File: config.mk
export PLATFORM = sky130hd
export DESIGN_NAME = vlsu_cam_alloc_ctrl
export DESIGN_NICKNAME = d
export VERILOG_FILES = /design/src/rtl/vlsu_cam_pkg.sv /design/src/rtl/vlsu_cam_ptr.sv /design/src/rtl/vlsu_cam_alloc_ctrl.sv
export SDC_FILE = /design/constraint.sdc
export NUM_CORES = 1
export LEC_CHECK = 0
export CAP_MARGIN = 15
export CORE_MARGIN = 8
export CORE_UTILIZATION = 55
export DETAILED_ROUTE_END_ITERATION = 16
export DONT_BUFFER_PORTS = 1
export PLACE_DENSITY = 0.79
export SYNTH_ARGS = -nofsm -noshare
export SYNTH_HDL_FRONTEND = slang
export SYNTH_SLANG_ARGS = --single-unit
File: constraint.sdc
create_clock -name clk -period 3.4 [get_ports clk]
set_input_delay 0 -clock clk [delete_from_list [all_inputs] [get_ports clk]]
set_output_delay 0 -clock clk [all_outputs]
set_load 0.01 [all_outputs]
File: src/rtl/vlsu_cam_pkg.sv
// Shared constants and types for the CAM slice (vlsu_cam_top, its allocation
// controller and the benches that drive them).
package vlsu_cam_pkg;

  localparam int WIDTH   = 50;
  localparam int DEPTH   = 32;
  localparam int READ    = 3;
  localparam int ADDRESS = $clog2(DEPTH);

  typedef logic [WIDTH-1:0]   width_t;
  typedef logic [ADDRESS-1:0] addr_t;
  typedef logic [DEPTH-1:0]   depth_t;
  // Entry index plus one wrap bit in the MSB.
  typedef logic [ADDRESS:0]   ptr_t;

endpackage

File: src/rtl/vlsu_cam_ptr.sv
// Wrap-bit circular pointer. The low ADDRESS bits index an entry and the MSB
// toggles every time the index wraps DEPTH-1 -> 0, so two pointers with equal
// index and different wrap bits describe a full queue. DEPTH is a power of two,
// so a plain binary increment performs both the wrap and the toggle.
module vlsu_cam_ptr #(
  parameter int ADDRESS = 5
) (
  input  logic             clk,
  input  logic             arst_n,
  input  logic             inc_i,
  input  logic             clr_i,
  output logic [ADDRESS:0] ptr_o
);

  localparam logic [ADDRESS:0] PTR_ONE = {{ADDRESS{1'b0}}, 1'b1};

  // Pointer register: clear has priority over increment.
  always_ff @(posedge clk or negedge arst_n) begin
    // NOTE: state is written with <= so every flop samples pre-edge values;
    // a blocking = here would let later logic in the same block see the new value.
    if (!arst_n) begin
      ptr_o <= '0;
    end else if (clr_i) begin
      ptr_o <= '0;
    end else if (inc_i) begin
      ptr_o <= ptr_o + PTR_ONE;
    end
  end

endmodule

File: src/rtl/vlsu_cam_alloc_ctrl.sv
// Allocation/retire controller in front of vlsu_cam_top. Entries form an
// age-ordered circular queue: tail hands out indices to new entries, head points
// at the oldest one. A new entry's data reaches the CAM write port one cycle
// after it is accepted, and the entry becomes visible to the compare ports
// (through its valid bit) on the edge where that write is captured.
module vlsu_cam_alloc_ctrl
  import vlsu_cam_pkg::*;
#(
  parameter int WIDTH = vlsu_cam_pkg::WIDTH,
  parameter int DEPTH = vlsu_cam_pkg::DEPTH,
  parameter int READ  = vlsu_cam_pkg::READ
) (
  input  logic                          clk,
  input  logic                          arst_n,
  input  logic                          flush_i,
  input  logic                          alloc_valid_i,
  input  logic [WIDTH-1:0]              alloc_data_i,
  output logic                          alloc_ready_o,
  output logic [$clog2(DEPTH)-1:0]      alloc_addr_o,
  input  logic                          retire_i,
  output logic                          retire_ready_o,
  output logic                          write_o,
  output logic [$clog2(DEPTH)-1:0]      write_addr_o,
  output logic [WIDTH-1:0]              write_data_o,
  output logic [$clog2(DEPTH)-1:0]      head_o,
  output logic [READ*DEPTH-1:0]         enable_o,
  output logic                          clear_o,
  output logic [$clog2(DEPTH)-1:0]      clear_addr_o,
  output logic [$clog2(DEPTH):0]        count_o,
  output logic                          full_o,
  output logic                          empty_o
);

  localparam int ADDRESS = $clog2(DEPTH);

  logic [ADDRESS:0]   head_ptr;
  logic [ADDRESS:0]   tail_ptr;
  logic [ADDRESS-1:0] head_idx;
  logic [ADDRESS-1:0] tail_idx;

  logic [DEPTH-1:0]   valid_q;
  logic [DEPTH-1:0]   valid_d;

  logic               write_q;
  logic [ADDRESS-1:0] write_addr_q;
  logic [WIDTH-1:0]   write_data_q;
  logic               clear_q;
  logic [ADDRESS-1:0] clear_addr_q;

  logic               full;
  logic               empty;
  logic               alloc_ready;
  logic               alloc_fire;
  logic               retire_ready;
  logic               retire_fire;

  // ---------------------------------------------------------------------------
  // Queue status, decoded straight from the pointer registers.
  // ---------------------------------------------------------------------------
  assign head_idx = head_ptr[ADDRESS-1:0];
  assign tail_idx = tail_ptr[ADDRESS-1:0];

  assign full  = (head_idx == tail_idx) && (head_ptr[ADDRESS] != tail_ptr[ADDRESS]);
  assign empty = (head_ptr == tail_ptr);

  // Ready looks only at full, never at retire_i: a slot freed this cycle is
  // offered no earlier than the next cycle. Flush also blocks acceptance.
  assign alloc_ready  = !full && !flush_i;
  assign alloc_fire   = alloc_valid_i && alloc_ready;

  // The oldest entry can only leave once its write has landed in the CAM.
  assign retire_ready = valid_q[head_idx];
  assign retire_fire  = retire_i && retire_ready && !flush_i;

  // ---------------------------------------------------------------------------
  // Head and tail pointers; flush returns both to zero.
  // ---------------------------------------------------------------------------
  vlsu_cam_ptr #(
    .ADDRESS (ADDRESS)
  ) u_head_ptr (
    .clk    (clk),
    .arst_n (arst_n),
    .inc_i  (retire_fire),
    .clr_i  (flush_i),
    .ptr_o  (head_ptr)
  );

  vlsu_cam_ptr #(
    .ADDRESS (ADDRESS)
  ) u_tail_ptr (
    .clk    (clk),
    .arst_n (arst_n),
    .inc_i  (alloc_fire),
    .clr_i  (flush_i),
    .ptr_o  (tail_ptr)
  );

  // ---------------------------------------------------------------------------
  // Valid bits: set when the CAM captures an entry, cleared when it retires.
  // A retiring entry is always already valid and a pending write always targets
  // a slot that is not, so set and clear never hit the same bit on one edge.
  // ---------------------------------------------------------------------------

  // Next-state of the valid mask.
  always_comb begin
    // NOTE: valid_d takes a full default before any conditional update, so no
    // path leaves it unassigned and no latch is inferred.
    valid_d = valid_q;
    if (write_q) begin
      valid_d[write_addr_q] = 1'b1;
    end
    if (retire_fire) begin
      valid_d[head_idx] = 1'b0;
    end
  end

  // Valid mask register; flush drops every entry including a pending write.
  always_ff @(posedge clk or negedge arst_n) begin
    // NOTE: this flop array is small and its reset value is functionally
    // required (empty queue), so unlike a data RAM it does take the reset.
    if (!arst_n) begin
      valid_q <= '0;
    end else if (flush_i) begin
      valid_q <= '0;
    end else begin
      valid_q <= valid_d;
    end
  end

  // ---------------------------------------------------------------------------
  // CAM write port: one registered write per accepted entry.
  // ---------------------------------------------------------------------------

  // Write strobe, address and data, launched the edge after acceptance.
  always_ff @(posedge clk or negedge arst_n) begin
    if (!arst_n) begin
      write_q      <= 1'b0;
      write_addr_q <= '0;
      write_data_q <= '0;
    end else begin
      // alloc_fire is already low during flush, which cancels any new write.
      write_q <= alloc_fire;
      if (alloc_fire) begin
        write_addr_q <= tail_idx;
        write_data_q <= alloc_data_i;
      end
    end
  end

  // ---------------------------------------------------------------------------
  // Clear pulse: reports the index freed by each retire.
  // ---------------------------------------------------------------------------

  // One-cycle clear strobe carrying the old head index.
  always_ff @(posedge clk or negedge arst_n) begin
    if (!arst_n) begin
      clear_q      <= 1'b0;
      clear_addr_q <= '0;
    end else begin
      clear_q <= retire_fire;
      if (retire_fire) begin
        clear_addr_q <= head_idx;
      end
    end
  end

  // ---------------------------------------------------------------------------
  // Outputs.
  // ---------------------------------------------------------------------------
  assign alloc_ready_o  = alloc_ready;
  assign alloc_addr_o   = tail_idx;
  assign retire_ready_o = retire_ready;

  assign write_o        = write_q;
  assign write_addr_o   = write_addr_q;
  assign write_data_o   = write_data_q;

  assign clear_o        = clear_q;
  assign clear_addr_o   = clear_addr_q;

  assign head_o         = head_idx;
  // Modular pointer difference; the wrap bit makes DEPTH representable.
  assign count_o        = tail_ptr - head_ptr;
  assign full_o         = full;
  assign empty_o        = empty;

  // Every compare port searches exactly the set of live entries.
  assign enable_o       = {READ{valid_q}};

endmodule
==> results by group <==
Timing
  – Min Clock Period, post-route: 3.30 ns
  – RSZ-0062 raised after global routing: no
  – Crit share post-route: 0.970
  – # setup viols final: 0
  – Slew margin rel.: 0.415
  – Least-Margin Pin Slew: 0.874 ns
  – FMAX: 303 MHz
  – Clock Skew: 0.0140 ns
  – Setup TNS: 0 ns
  – Fin. Hold Viols: 0
  – Max-slew violation count: 0

Drt
  – Post-DR wirelength/cell: 24.8 um
  – Vias/cell: 6.09
  – Post-route DRC: 0
  – Total Wirelength: 14.5 mm
  – Initial DRC Count: 234
  – Drt pass-1 iters: 5
  – DR vias: 3560
  – Final ANT Viol Nets: 0

Floorplan
  – Area of the die: 13400 um2
  – Boundary pin count: 233
  – Core area: 9730 um2
  – Starting Density: 0.565
  – Die width: 116 um
  – Die height: 116 um
  – Placement Rows: 36

Power
  – Flop pwr share: 0.570
  – P per Cell Area: 456 nW/um2
  – Clock network power share: 0.293
  – Psw: 0.000820 W
  – Worst IR Drop VDD: 0.274 mV
  – Internal power: 0.00184 W
  – Switching Share: 0.308
  – Leak: 2.48 nW
  – Combinational share of power: 0.137

Worst setup path
  – Critical R2R Launch: u_head_ptr.ptr_o[1]
  – Max stage delay cell, worst path: dfrtp_1
  – Crit path largest cell delay: 0.68 ns
  – Crit path buffers/inverters: 2
  – Crit end category: flop
  – Critical path class: reg -> reg
  – Top cell family by delay on the critical path: simple AND/OR/NAND/NOR gates
  – WP data arrival: 3.62 ns
  – Reg-to-Reg End: valid_q[22]
  – CP Max Fanout: 11
  – Worst Path Required: 3.72 ns
  – Worst path cell trace: buf_4 > mux2i_1 > nor4_1 > a2111o_1 > or4_4 > and3_4 > a211oi_2 > dlygate4sd3_1
  – Worst setup SP type: flop
  – Worst r2r path cells: 8
  – R2R setup slack: 0.10 ns

Clock network
  – Clock root buffer: clkbuf_8
  – H-Tree Level Count: 3
  – CTS buffer count: 9
  – CTS sink cnt: 106
  – Clock Path Buffers: 2
  – Worst-path clk slew: 0.11 ns
  – CTS tree: built
  – Clock latency on the worst-skew pair: 0.38 ns

Synthesis
  – Distinct cell type count after synthesis: 47
  – #FFs+latches synth: 106
  – Syn Area/Cell: 11.7 um2
  – Post-synthesis sequential area ratio: 0.483
  – Synth Instances: 470
  – Asr flop ratio synth: 1.00
  – Syn Nets: 536
  – Warnings, synthesis: 0
  – Post-Syn Area: 5490 um2
  – Post-synth EDFFs: 0
  – Top FF cell, synth: dfrtp_1
  – Top cells by area, synth: dfrtp_1, mux2_2, buf_4
  – Yosys top cell by area: dfrtp_1
  – Top-area cell type share of the netlist area: 0.483

Finish
  – Non-filler instance count after layout: 585
  – Share of layout cells above drive strength 1: 0.226
  – Multi-input logic area: 2080 um2
  – Sequential cell area: 2650 um2
  – ANT cells: 0
  – Final nets: 513
  – Layout area overhead: 6.08%
  – # fillers: 774

Hold path
  – Min-delay src: flush_i
  – WHS Endpoint: alloc_ready_o
  – Hold Path Class: in -> out
  – Hold Crit Depth: 1

Global routing
  – Global-route wire length before repair: 22.3 mm
  – GRT Total Usage: 0.220
  – Antenna violations before repair: 0
  – Largest net degree at the start of global routing: 107
  – Vias in the first global route: 3873
  – GRT overflow: 0

Placed design
  – DP HPWL: 9.84 mm
  – Placed cells: 511
  – Routability Congestion: 0.871
  – # port buffers: 0

Run status
  – Status: finished clean

Run
  – MaxCap Viol Count: 0
[state kept, by name, summed over array words and instances, names as in the netlist]
name              flops
u_head_ptr.ptr_o      6
write_addr_o          5
u_tail_ptr.ptr_o      6
clear_addr_o          5
write_o               1
valid_q              32
write_data_o         50
clear_o               1
[worst register-to-register path, cell delays in order, from the launching register on]
cell and delay, ns:
dfrtp_1 0.68, buf_4 0.22, mux2i_1 0.21, nor4_1 0.08, a2111o_1 0.38, or4_4 0.61
and3_4 0.27, a211oi_2 0.23, dlygate4sd3_1 0.58
[kinds of logic (layout without fill, tap and decap cells)]
logic type / Yosys count / after routing / synth area share
adders and majority gates: 11 / 11 / 0.0264
buffers and inverters: 111 / 93 / 0.140
xor gates and xnor gates: 10 / 10 / 0.0159
AOI/OAI and AO/OA: 86 / 86 / 0.105
and+or+nand+nor: 71 / 71 / 0.0704
DFF: 106 / 106 / 0.483
muxes: 75 / 75 / 0.159
[worst max-delay path by stage]
| stage | start | cells past startpoint | to |
|---|---|---|---|
| 6_report | u_head_ptr.ptr_o[1] | 8 | valid_q[22] |
| 5_1_grt | u_head_ptr.ptr_o[1] | 8 | valid_q[22] |
| 4_1_cts | u_head_ptr.ptr_o[1] | 6 | valid_q[22] |
| 3_5_place_dp | u_head_ptr.ptr_o[1] | 6 | valid_q[27] |
| 3_3_place_gp | u_head_ptr.ptr_o[1] | 6 | valid_q[31] |
| 2_1_floorplan | u_head_ptr.ptr_o[0] | 7 | valid_q[16] |
[power groups by stage]
stage	logic [W]	clock network (W)	registers, W
after global routing	0.000398	0.000855	0.00153
after global placement	0.000257	0	0.00154
after floorplan	0.000246	0	0.00149
after CTS	0.000360	0.000797	0.00152
after detailed placement	0.000270	0	0.00154
final	0.000366	0.000778	0.00152
[per-layer routing]
| layer | wire length, um | vias to the layer above | global-route usage |
|---|---|---|---|
| li1 | - | 1543 | - |
| met1 | 5100 | 1748 | 0.240 |
| met2 | 7090 | 249 | 0.363 |
| met3 | 2100 | 20 | 0.119 |
| met4 | 217 | 0 | 0.0631 |
| met5 | 0 | - | 0 |
[area by class of cell]
| cell class | count | area share |
|---|---|---|
| well taps | 133 | 0.0286 |
| multi-input cells | 253 | 0.357 |
| inverters | 12 | 0.00773 |
| clock buffers | 9 | 0.0213 |
| clock inverters | 7 | 0.0148 |
| repair buffers | 65 | 0.116 |
| flip-flops and latches | 106 | 0.455 |
[synthesized netlist by cell type, types with 2 or more instances]
cell / number
dfrtp_1: 106
buf_4: 75
mux2_2: 63
a21oi_1: 41
a211oi_1: 29
nor2_1: 19
clkbuf_1: 13
nand2_1: 13
inv_1: 11
ha_1: 10
mux2i_1: 8
nor3_1: 6
xnor2_1: 5
xor2_1: 5
buf_6: 4
clkbuf_8: 4
nand3_1: 4
nor3b_1: 4
o21ai_0: 4
a211oi_2: 3
and3_1: 3
and3_4: 3
buf_1: 3
nand4_1: 3
nor4_1: 3
or3_1: 3
a21o_1: 2
and3b_1: 2
mux4_1: 2
nor2_2: 2
[placed cells by master (no fill, tap or decap), types with 5 or more instances in the layout]
cell and n:
dfrtp_1 106, inv_1 11, nand2_1 13, xor2_1 5, buf_4 6, clkbuf_8 9, a211oi_1 29, dlygate4sd3_1 56
a21oi_1 41, xnor2_1 5, nor3_1 6, mux2i_1 8, nor2_1 18, mux2_2 63, ha_1 10
[per-stage QoR]
stage          cell area, um2   util  power (W)  setup WS [ns]  hold slack [ns]
3_3_place_gp             5010  0.515    0.00180          0.661           -0.292
3_5_place_dp             5010  0.515    0.00181          0.524           -0.292
6_report                 5830  0.599    0.00266          0.101           0.0587
5_1_grt                  5830  0.599    0.00279         0.0166           0.0619
2_1_floorplan            5490      -    0.00174          0.738           -0.296
4_1_cts                  5830  0.599    0.00268          0.166           0.0592
[timing repair]
action | CTS | global route
resized for setup | 0 | 0
hold buffers | 58 | 0
endpoints found under the setup margin | 0 | 0
hold endpoints to repair | 210 | 0
buffers inserted | 0 | 0
Note: power is estimated with default switching activity, not from simulation.
